[src/rtl/cpu_pkg.sv]
// Shared encodings for the 4-bit teaching CPU control unit.
package cpu_pkg;

  // Opcodes (upper 4 bits of the instruction word)
  localparam logic [3:0] OP_ADD_A  = 4'b0000;
  localparam logic [3:0] OP_MOV_AB = 4'b0001;
  localparam logic [3:0] OP_IN_A   = 4'b0010;
  localparam logic [3:0] OP_MOV_AI = 4'b0011;
  localparam logic [3:0] OP_MOV_BA = 4'b0100;
  localparam logic [3:0] OP_ADD_B  = 4'b0101;
  localparam logic [3:0] OP_IN_B   = 4'b0110;
  localparam logic [3:0] OP_MOV_BI = 4'b0111;
  localparam logic [3:0] OP_HALT   = 4'b1000;
  localparam logic [3:0] OP_OUT_B  = 4'b1001;
  localparam logic [3:0] OP_JC     = 4'b1010;
  localparam logic [3:0] OP_OUT_I  = 4'b1011;
  localparam logic [3:0] OP_NOP0   = 4'b1100;
  localparam logic [3:0] OP_NOP1   = 4'b1101;
  localparam logic [3:0] OP_JNC    = 4'b1110;
  localparam logic [3:0] OP_JMP    = 4'b1111;

  // FSM states
  localparam logic [1:0] ST_FETCH  = 2'b00;
  localparam logic [1:0] ST_DECODE = 2'b01;
  localparam logic [1:0] ST_EXEC   = 2'b10;
  localparam logic [1:0] ST_HALT   = 2'b11;

  // ALU source select
  localparam logic [1:0] SEL_A    = 2'b00;
  localparam logic [1:0] SEL_B    = 2'b01;
  localparam logic [1:0] SEL_IN   = 2'b10;
  localparam logic [1:0] SEL_ZERO = 2'b11;

  // Load strobe bit positions
  localparam int LD_A   = 0;
  localparam int LD_B   = 1;
  localparam int LD_OUT = 2;

  // Jump kinds
  localparam logic [1:0] JMP_NONE   = 2'b00;
  localparam logic [1:0] JMP_ALWAYS = 2'b01;
  localparam logic [1:0] JMP_NC     = 2'b10;
  localparam logic [1:0] JMP_C      = 2'b11;

endpackage

[src/rtl/op_decode.sv]
// Combinational opcode decoder: source select, load vector, jump kind, halt.
module op_decode
  import cpu_pkg::*;
(
  input  logic [3:0] i_op,
  output logic [1:0] o_sel,
  output logic [2:0] o_load,
  output logic [1:0] o_jmp,
  output logic       o_halt
);

  // Table lookup; NOPs, jumps and HALT load nothing
  always_comb begin
    o_sel  = SEL_ZERO;
    o_load = 3'b000;
    o_jmp  = JMP_NONE;
    o_halt = 1'b0;
    case (i_op)
      OP_ADD_A:  begin o_sel = SEL_A;    o_load[LD_A]   = 1'b1; end
      OP_ADD_B:  begin o_sel = SEL_B;    o_load[LD_B]   = 1'b1; end
      OP_MOV_AI: begin o_sel = SEL_ZERO; o_load[LD_A]   = 1'b1; end
      OP_MOV_BI: begin o_sel = SEL_ZERO; o_load[LD_B]   = 1'b1; end
      OP_MOV_AB: begin o_sel = SEL_B;    o_load[LD_A]   = 1'b1; end
      OP_MOV_BA: begin o_sel = SEL_A;    o_load[LD_B]   = 1'b1; end
      OP_IN_A:   begin o_sel = SEL_IN;   o_load[LD_A]   = 1'b1; end
      OP_IN_B:   begin o_sel = SEL_IN;   o_load[LD_B]   = 1'b1; end
      OP_OUT_B:  begin o_sel = SEL_B;    o_load[LD_OUT] = 1'b1; end
      OP_OUT_I:  begin o_sel = SEL_ZERO; o_load[LD_OUT] = 1'b1; end
      OP_JMP:    o_jmp  = JMP_ALWAYS;
      OP_JNC:    o_jmp  = JMP_NC;
      OP_JC:     o_jmp  = JMP_C;
      OP_HALT:   o_halt = 1'b1;
      default:   ;
    endcase
  end

endmodule

[src/rtl/cpu_control_unit.sv]
// Multi-cycle control unit: FETCH/DECODE/EXEC/HALT FSM owning PC, IR and CF.
module cpu_control_unit
  import cpu_pkg::*;
#(
  parameter int              IMM_W    = 4,
  parameter int              PC_W     = 4,
  parameter logic [PC_W-1:0] RESET_PC = '0
) (
  input  logic              in_clk,
  input  logic              in_rst,
  input  logic              in_run,
  input  logic [IMM_W+3:0]  in_instr,
  input  logic              in_alu_carry,
  output logic [PC_W-1:0]   out_pc,
  output logic [IMM_W-1:0]  out_imm,
  output logic [1:0]        out_sel,
  output logic [2:0]        out_load,
  output logic              out_cf,
  output logic              out_halt,
  output logic [1:0]        out_state
);

  logic [1:0]       r_state;
  logic [PC_W-1:0]  r_pc;
  logic [IMM_W+3:0] r_ir;
  logic             r_cf;

  logic [3:0]       w_op;
  logic [IMM_W-1:0] w_imm;
  logic [1:0]       w_sel;
  logic [2:0]       w_load;
  logic [1:0]       w_jmp;
  logic             w_is_halt;
  logic             w_taken;
  logic [PC_W-1:0]  w_target;

  assign w_op  = r_ir[IMM_W+3:IMM_W];
  assign w_imm = r_ir[IMM_W-1:0];

  op_decode u_dec (
    .i_op   (w_op),
    .o_sel  (w_sel),
    .o_load (w_load),
    .o_jmp  (w_jmp),
    .o_halt (w_is_halt)
  );

  // Jump target: immediate zero-extended or truncated to PC width
  generate
    if (PC_W > IMM_W) begin : g_tgt_ext
      assign w_target = {{(PC_W-IMM_W){1'b0}}, w_imm};
    end else begin : g_tgt_trunc
      assign w_target = w_imm[PC_W-1:0];
    end
  endgenerate

  // Branch condition uses CF as it stood before this EXEC
  always_comb begin
    case (w_jmp)
      JMP_ALWAYS: w_taken = 1'b1;
      JMP_NC:     w_taken = ~r_cf;
      JMP_C:      w_taken = r_cf;
      default:    w_taken = 1'b0;
    endcase
  end

  // FSM with PC/IR/CF updates; reset wins in every state
  always_ff @(posedge in_clk) begin
    if (in_rst) begin
      r_state <= ST_FETCH;
      r_pc    <= RESET_PC;
      r_ir    <= '0;
      r_cf    <= 1'b0;
    end else begin
      case (r_state)
        ST_FETCH: if (in_run) begin
          r_ir    <= in_instr;
          r_state <= ST_DECODE;
        end
        ST_DECODE: r_state <= ST_EXEC;
        ST_EXEC: begin
          if (w_is_halt) begin
            r_state <= ST_HALT;
          end else begin
            r_pc    <= w_taken ? w_target : r_pc + PC_W'(1);
            r_cf    <= in_alu_carry;
            r_state <= ST_FETCH;
          end
        end
        default: ; // HALT is sticky until reset
      endcase
    end
  end

  assign out_pc    = r_pc;
  assign out_imm   = w_imm;
  assign out_sel   = w_sel;
  assign out_load  = (r_state == ST_EXEC) ? w_load : 3'b000;
  assign out_cf    = r_cf;
  assign out_halt  = (r_state == ST_HALT);
  assign out_state = r_state;

endmodule

[config.mk]
export PLATFORM = sky130hd
export DESIGN_NAME = cpu_control_unit
export DESIGN_NICKNAME = d
export VERILOG_FILES = /design/src/rtl/cpu_pkg.sv /design/src/rtl/op_decode.sv /design/src/rtl/cpu_control_unit.sv
export SDC_FILE = /design/constraint.sdc
export NUM_CORES = 1
export LEC_CHECK = 0
export CORE_MARGIN = 2
export CORE_UTILIZATION = 45
export DETAILED_ROUTE_END_ITERATION = 16
export PLACE_DENSITY = 0.78
export SETUP_SLACK_MARGIN = 0.05
export SYNTH_ARGS = -nofsm -noshare
export SYNTH_HDL_FRONTEND = slang
export SYNTH_HIERARCHICAL = 1
export SYNTH_SLANG_ARGS = --single-unit
[constraint.sdc]
create_clock -name in_clk -period 1.7 [get_ports in_clk]
set_clock_uncertainty 0.05 [all_clocks]
set_input_delay 0.17 -clock in_clk [delete_from_list [all_inputs] [get_ports in_clk]]
set_output_delay 0.17 -clock in_clk [all_outputs]
set_load 0.02 [all_outputs]
# Yosys cells after proc, flatten, opt, wreduce, memory -nomap -nowiden
# Cells that the tools add are included.
# totals
reg_bits	15
out_inout_bits	17
elab_cells	51
# classes
n_addsub	1
n_eq_ne	20
muxes	12
bitwise_logic	2
n_reduce_logical	12
# ops
cell	n
$eq 4x4->1 const B	6
$pmux 2 s3	3
$eq 4x3->1 const B	4
$eq 2x2->1 const B	4
$eq 4x2->1 const B	2
$reduce_or 4->1	2
$reduce_and 2->1	3
$reduce_or 2->1	3
$add 4x1->4 const B	1
$eq 2x1->1 const B	2
$eq 4x1->1 const B	1
$logic_not 4->1	1
$mux 1	4
$mux 2	2
$mux 4	1
$mux 3	1
$pmux 1 s3	1
$reduce_bool 3->1	1
$reduce_or 3->1	1
$logic_not 2->1	1
$ne 2x2->1 const B	1
$not 1->1	2

# Logic depth before layout (Yosys ltp)
# Gate-level depths: netlist of run 1.
# depth
depth_word	5
mapped_depth	6
ltp_nobuf	6

# By module
# The synthesis of run 1 kept the hierarchy.
# modules_own_cells
mod	instances	cells_each	area_each_um2	seq_area_each_um2
cpu_control_unit	1	100	822.0	300.3
op_decode	1	11	75.1	0.0

# Worst setup path before layout of run 1
# OpenSTA, ideal clock, no wires.
# synth_path
kind	register -> register
startpoint	register r_state[0] (netlist: out_state[0])
endpoint	register r_state[0] (netlist: out_state[0])
setup_ps	128
t_arrival_ps	1426
t_required_ps	1522
path_slack_ps	96
path_stages_with_launch	7
n_path_buf	1
cell_sequence	dfxtp_1 inv_1 ha_1 buf_2 a21oi_1 mux2i_1 nor2_1
# synth_via
elab_chain_len	3
word_cells_on_any_way	7
cone_classes	eq/ne: 3; mux: 1; reduce/logical: 3
# synth_rtl
item	line_no	source
from (decl)	cpu_control_unit.sv:23	logic [1:0] r_state;
from (signal assigned)	cpu_control_unit.sv:70	r_state <= ST_FETCH;
from (signal assigned)	cpu_control_unit.sv:78	r_state <= ST_DECODE;
from (signal assigned)	cpu_control_unit.sv:80	ST_DECODE: r_state <= ST_EXEC;
$eq 2x2->1, or another cell as far along	cpu_control_unit.sv:75	case (r_state)
$reduce_bool 3->1 (no source line) / $ne 2x2->1 (equally long branches)	--	
$reduce_and 2->1 (no source line)	--	
# Several ways; a longest one is shown, not always the timed one.
# A chain may end at the register's enable or synchronous reset.

# Worst setup path after layout of run 1
# layout_path
startpoint	register r_pc[0] (netlist: out_pc[0])
endpoint	output out_pc[0]
# layout_rtl
item	line_no	source
from (decl)	cpu_control_unit.sv:24	logic [PC_W-1:0] r_pc;
from (signal assigned)	cpu_control_unit.sv:85	r_pc <= w_taken ? w_target : r_pc + PC_W'(1);
to (decl)	cpu_control_unit.sv:14	output logic [PC_W-1:0] out_pc,
# No word-level cell between the ends.

==> impl_metrics.yaml, run 1 <==
outcome:
  status: "complete, no violations"
synthesis:
  synthArstFlopShare_pct: 0
  yosysTopAreaCellShare_pct: 33.5
  ys_types: 31
  synth_seq_cells: 15
  synthCells: 111
  netlist_area_um2: 897
  ys_top_cells_by_count: "nand2_1 (18), dfxtp_1 (15), a21oi_1 (11), nand3_1 (11), ha_1 (7)"
  synth_area_leaders: "dfxtp_1 (33%), ha_1 (9.8%), nand2_1 (7.5%)"
  synth_nets: 130
  yosysTopAreaCell: "dfxtp_1"
  synth_ff_type: "dfxtp_1"
  ys_warn_count: 6
  synth-edff-count: 0
  yosysMostFrequentCell: "nand2_1"
  synth_area_per_cell_um2: 8.08
  ys_seq_area_share_pct: 33.5
worst_setup_path:
  start_kind: "flop"
  worstPathRequired_ns: 1.48
  reg2reg_from: "out_state[1]"
  crit_type: "flop to output pin"
  cp_top_family: "buffers and inverters"
  cp_num_cells: 1
  critical_path.slowest_cell: "clkdlybuf4s50_1"
  reg2reg_to: "out_state[0]"
  cp_max_fo: 5
  cp_cell_sequence: "clkdlybuf4s50_1"
  crit_arrival_ns: 1.32
  max_stage_delay_ns: 0.63
  timing.critical_path.from: "out_pc[0]"
  path_buf_inv: 1
  cp-end-kind: "output pin"
  rr_worst_depth: 6
  ff2ff_setup_slack_ns: 0.17
  critPathCapture: "out_pc[0]"
cts:
  clkSinkCount: 15
  cts_made_buffers: 3
  clock_path_buffers: 2
  h-tree-depth: 1
  post_cts_buffers: 0
  clkTransAtPathRegs_ns: 0.09
  clock_tree.root_cell: "clkbuf_4"
  cts_tree: "built"
  clk_latency_ns: 0.28
timing:
  worst_slew_margin_rel_pct: 73.5
  whs_ns: 0.385
  rsz0062_at_grt: "no"
  maxClockFrequency_mhz: 647
  layout_setup_ws_ns: 0.155
  fin_setup_tns_ns: 0
  fin_crit_sh_pct: 90.9
  tightest_slew_ns: 0.396
  period_minus_slack_ns: 1.54
  finalHoldViolations: 0
  slew_violations: 0
  setup_violations: 0
layout:
  drive_above_1_share_pct: 15.6
  area_delta_synth_final_pct: 37.7
  fin_area_mm2: 0.00123
  diodes: 0
  final_nets: 161
floorplan:
  io_pins: 29
  dieHeight_um: 48.7
  core_mm2: 0.00192
  die_x_um: 48.7
  fp-row-count: 16
  initial_utilization_pct: 46.7
  die_area_mm2: 0.00237
grt:
  grt.overflow.total: 0
  antenna_found_initial: 0
  grt_pass1_wl_um: 3550
  grt_max_degree: 11
  track_usage_pct: 19.1
  grt_pass1_vias: 806
detailed_routing:
  drt-vias-per-instance: 5.11
  totalWireLength_um: 2070
  wl_per_cell_um: 12.3
  drc_errors: 0
  dr.pass1.iters: 4
  routed-via-count: 859
  drt_iter0_drc: 16
  ant_nets: 0
power:
  intPower_w: 0.000598
  p_per_area_mw_per_mm2: 713
  p_leak_nw: 0.552
  p_sw_w: 0.000282
  swShare_pct: 32.1
  peakVddDrop_mv: 0.421
  p_seq_share_pct: 46.1
  total_power_w: 0.000880
  pwr-share-comb_pct: 30.0
  clkPwrFrac_pct: 23.8
worst_hold_path:
  min-delay-path-class: "primary input to flop"
place:
  gp_congestion: 0.812
  place_ws_ns: 0.0949
  dpl.hpwl_um: 1520
  placed_area_mm2: 0.00121
  portBuffers: 28
run:
  maxCapViolCount: 0
-- cell type report --
class	count	area, um2
Sequential cell	15	305
Inverter	4	15.0
Timing Repair Buffer	34	315
Multi-Input combinational cell	84	539
Fill cell	186	687
Clock buffer	4	26.3
Tap cell	27	33.8
-- state kept, by name, summed over array words and instances (netlist names) --
| signal | cells |
|---|---|
| out_pc | 4 |
| out_state | 2 |
| r_ir | 8 |
| out_cf | 1 |
-- power by group through the flow --
stage / sequential (W) / combinational [W] / clock [W]
6_report: 0.000406 / 0.000264 / 0.000210
5_1_grt: 0.000410 / 0.000290 / 0.000231
4_1_cts: 0.000405 / 0.000268 / 0.000213
3_5_place_dp: 0.000411 / 0.000270 / 0
3_3_place_gp: 0.000409 / 0.000262 / 0
2_1_floorplan: 0.000421 / 0.000145 / 0
-- logic make-up (layout without fill, tap and decap cells) --
family	after synthesis	in the layout	synth area share [%]
compound gates	21	21	13.7
simple gates	52	52	31.2
flops	15	15	33.5
buf+inv	12	42	6.97
xor+xnor	3	3	3.77
mux	1	1	1.12
fa+ha+maj	7	7	9.76
-- worst register-to-register path: stages, from the launching register on --
cell     delay [ns]
dfxtp_1        0.36
buf_4          0.15
inv_1          0.06
ha_1           0.27
a21oi_1        0.27
mux2i_1        0.22
nor2_1         0.05
-- per-stage QoR --
stage / utilization [%] / cells
3_5_place_dp: 62.9 / 164
5_1_grt: 64.3 / 168
2_1_floorplan: - / 111
3_3_place_gp: 62.9 / 164
6_report: 64.3 / 168
4_1_cts: 64.3 / 168
-- placed cells by master, fill, tap and decap left out, types with 2 or more instances in the layout --
master | Yosys | routed
clkdlybuf4s50_1 | 0 | 20
a31oi_1 | 2 | 2
buf_4 | 4 | 6
xor2_1 | 2 | 2
clkbuf_2 | 0 | 3
nor2b_1 | 3 | 3
inv_1 | 4 | 4
a21oi_1 | 11 | 11
dfxtp_2 | 0 | 4
nand2b_1 | 4 | 3
nor2_1 | 4 | 4
dlymetal6s2s_1 | 0 | 3
and2_1 | 3 | 3
nand2_1 | 18 | 18
dfxtp_1 | 15 | 11
nand3_1 | 11 | 11
ha_1 | 7 | 6
o21ai_0 | 3 | 3
dlygate4sd2_1 | 0 | 2
a21o_1 | 2 | 2
clkbuf_4 | 0 | 3
-- metal layers --
layer	global-route usage (%)	share of wire (%)	wire (um)	vias to the layer above
li1	-	-	-	434
met1	23.7	46	954	395
met2	31.1	48	984	26
met3	5.25	5.1	105	4
met4	8.10	1.1	23	0
met5	0	0	0	-
-- worst min-delay path by stage --
stage / startpoint / end / slack, ns / depth (start not counted)
after CTS: in_instr[7] / r_ir[7] / 0.39 / 3
after floorplan: in_alu_carry / out_cf / 0.26 / 2
after global placement: r_ir[1] / r_ir[1] / 0.41 / 2
final: in_instr[3] / r_ir[3] / 0.39 / 3
after detailed placement: r_ir[2] / r_ir[2] / 0.42 / 2
after global routing: in_instr[7] / r_ir[7] / 0.38 / 3
-- timing repair --
item / CTS / global route
hold buffers: 0 / 0
pin swaps: 0 / 0
endpoints found under the hold margin: 0 / 0
setup endpoints to repair: 6 / 9
resized for setup: 9 / 11
(Power assumes the default switching activity.)
==> run 2, diff against run 1 <==
RECOVER_POWER = 25   (was not set)
==> run 2 against run 1 <==
Net effect: combinational power shrank 3%; non-clock buffer count stayed put; setup slack worse by 0.00089 ns; clock power hardly changed; die area is the same; sequential share of layout area is 0.36 points higher; core utilization shrank 0.91 points; via count up 0.58%; critical path depth unchanged; cell count is the same; wire length is 0.58% higher; clock-buffer cell count is the same; largest cell class unchanged.
==> impl_metrics.yaml, run 2 (synthesized netlist as in run 1, its figures left out) <==
timing:
  finalHoldViolations: 0
  slew_violations: 0
  setup_violations: 0
  fin_crit_sh_pct: 90.9
  period_minus_slack_ns: 1.55
  maxClockFrequency_mhz: 647
  fin_setup_tns_ns: 0
  worst_slew_margin_rel_pct: 73.2
  whs_ns: 0.386
  rsz0062_at_grt: "no"
  tightest_slew_ns: 0.401
worst_setup_path:
  start_kind: "flop"
  cp_max_fo: 5
  timing.critical_path.from: "out_pc[0]"
  rr_worst_depth: 6
  cp_cell_sequence: "clkdlybuf4s50_1"
  worstPathRequired_ns: 1.48
  reg2reg_from: "out_state[1]"
  cp-end-kind: "output pin"
  cp_top_family: "buffers and inverters"
  critical_path.slowest_cell: "clkdlybuf4s50_1"
  path_buf_inv: 1
  crit_arrival_ns: 1.33
  crit_type: "flop to output pin"
  max_stage_delay_ns: 0.63
  ff2ff_setup_slack_ns: 0.17
  cp_num_cells: 1
  critPathCapture: "out_pc[0]"
  reg2reg_to: "out_state[0]"
worst_hold_path:
  min-delay-path-class: "primary input to flop"
  min-delay-start: "in_instr[3]"
layout:
  final_common_cell: "nand2_1"
  largest_reg_flops: 8
  nFillCells: 188
  diodes: 0
  final_cell_count_no_fill: 168
  area_delta_synth_final_pct: 35.7
  fin_area_mm2: 0.00122
  final_nets: 161
  final_cell_mix: "nand2_1 (18), clkdlybuf4s50_1 (15), nand3_1 (11), a21oi_1 (11), dfxtp_1 (11)"
  top_register: "r_ir"
  drive_above_1_share_pct: 15.6
run:
  maxCapViolCount: 0
cts:
  h-tree-depth: 1
  clock_path_buffers: 2
  clkTransAtPathRegs_ns: 0.09
  cts_made_buffers: 3
  clock_tree.root_cell: "clkbuf_4"
  clk_latency_ns: 0.28
  post_cts_buffers: 0
  clkSinkCount: 15
  cts_tree: "built"
outcome:
  status: "complete, no violations"
place:
  dp_cells: 164
  placed_area_mm2: 0.00121
  gp_congestion: 0.812
  portBuffers: 28
  dpl.hpwl_um: 1520
floorplan:
  io_pins: 29
  initial_utilization_pct: 46.7
  dieHeight_um: 48.7
  die_x_um: 48.7
  core_mm2: 0.00192
  die_area_mm2: 0.00237
  fp-row-count: 16
detailed_routing:
  dr.pass1.iters: 4
  wl_per_cell_um: 12.4
  drt_iter0_drc: 16
  routed-via-count: 864
  drt-vias-per-instance: 5.14
  totalWireLength_um: 2080
  ant_nets: 0
  drc_errors: 0
grt:
  grt.overflow.total: 0
  track_usage_pct: 19.1
  antenna_found_initial: 0
  grt_max_degree: 11
  grt_pass1_wl_um: 3550
  grt_pass1_vias: 806
power:
  p_per_area_mw_per_mm2: 717
  p_leak_nw: 0.531
  peakVddDrop_mv: 0.421
[run 2: worst min-delay path by stage]
stage / to / slack [ns] / cells after the start
floorplan: out_cf / 0.26 / 2
global placement: r_ir[1] / 0.41 / 2
detailed placement: r_ir[2] / 0.42 / 2
CTS: r_ir[7] / 0.39 / 3
global route: r_ir[7] / 0.38 / 3
finish: r_ir[3] / 0.39 / 3
[run 2: report_power, final]
group          leakage (nW)  internal, W  switching [W]
sequential            0.124     0.000378      0.0000275
combinational         0.392     0.000120       0.000137
clock                0.0150    0.0000910       0.000119
[run 2: final cells by class]
class / instances / area, um2 / share of cell area (%)
Clock buffer: 4 / 26.3 / 2.16
Inverter: 4 / 15.0 / 1.23
Multi-Input combinational cell: 84 / 539 / 44.3
Sequential cell: 15 / 305 / 25.1
Tap cell: 27 / 33.8 / 2.77
Timing Repair Buffer: 34 / 298 / 24.5
[run 2: per-stage QoR]
stage | total power [W] | utilization (%) | worst slack (ns)
detailed placement | 0.000681 | 62.9 | 0.0949
global route | 0.000923 | 63.3 | 0.0504
finish | 0.000872 | 63.3 | 0.154
global placement | 0.000671 | 62.9 | 0.148
CTS | 0.000885 | 64.3 | 0.0527
floorplan | 0.000566 | - | 0.0960
[run 2: per-layer routing]
metal / track usage (%) / vias up / part of all wire, %
li1: - / 434 / -
met1: 23.7 / 398 / 46
met2: 31.1 / 28 / 48
met3: 5.25 / 4 / 5.1
met4: 8.10 / 0 / 1.1
met5: 0 / - / 0
[run 2: repair_timing]
item                       4_1_cts  5_1_grt
pin swaps                        0        0
hold buffers                     0        0
setup endpoints to repair        6        9
resized for setup                9       11
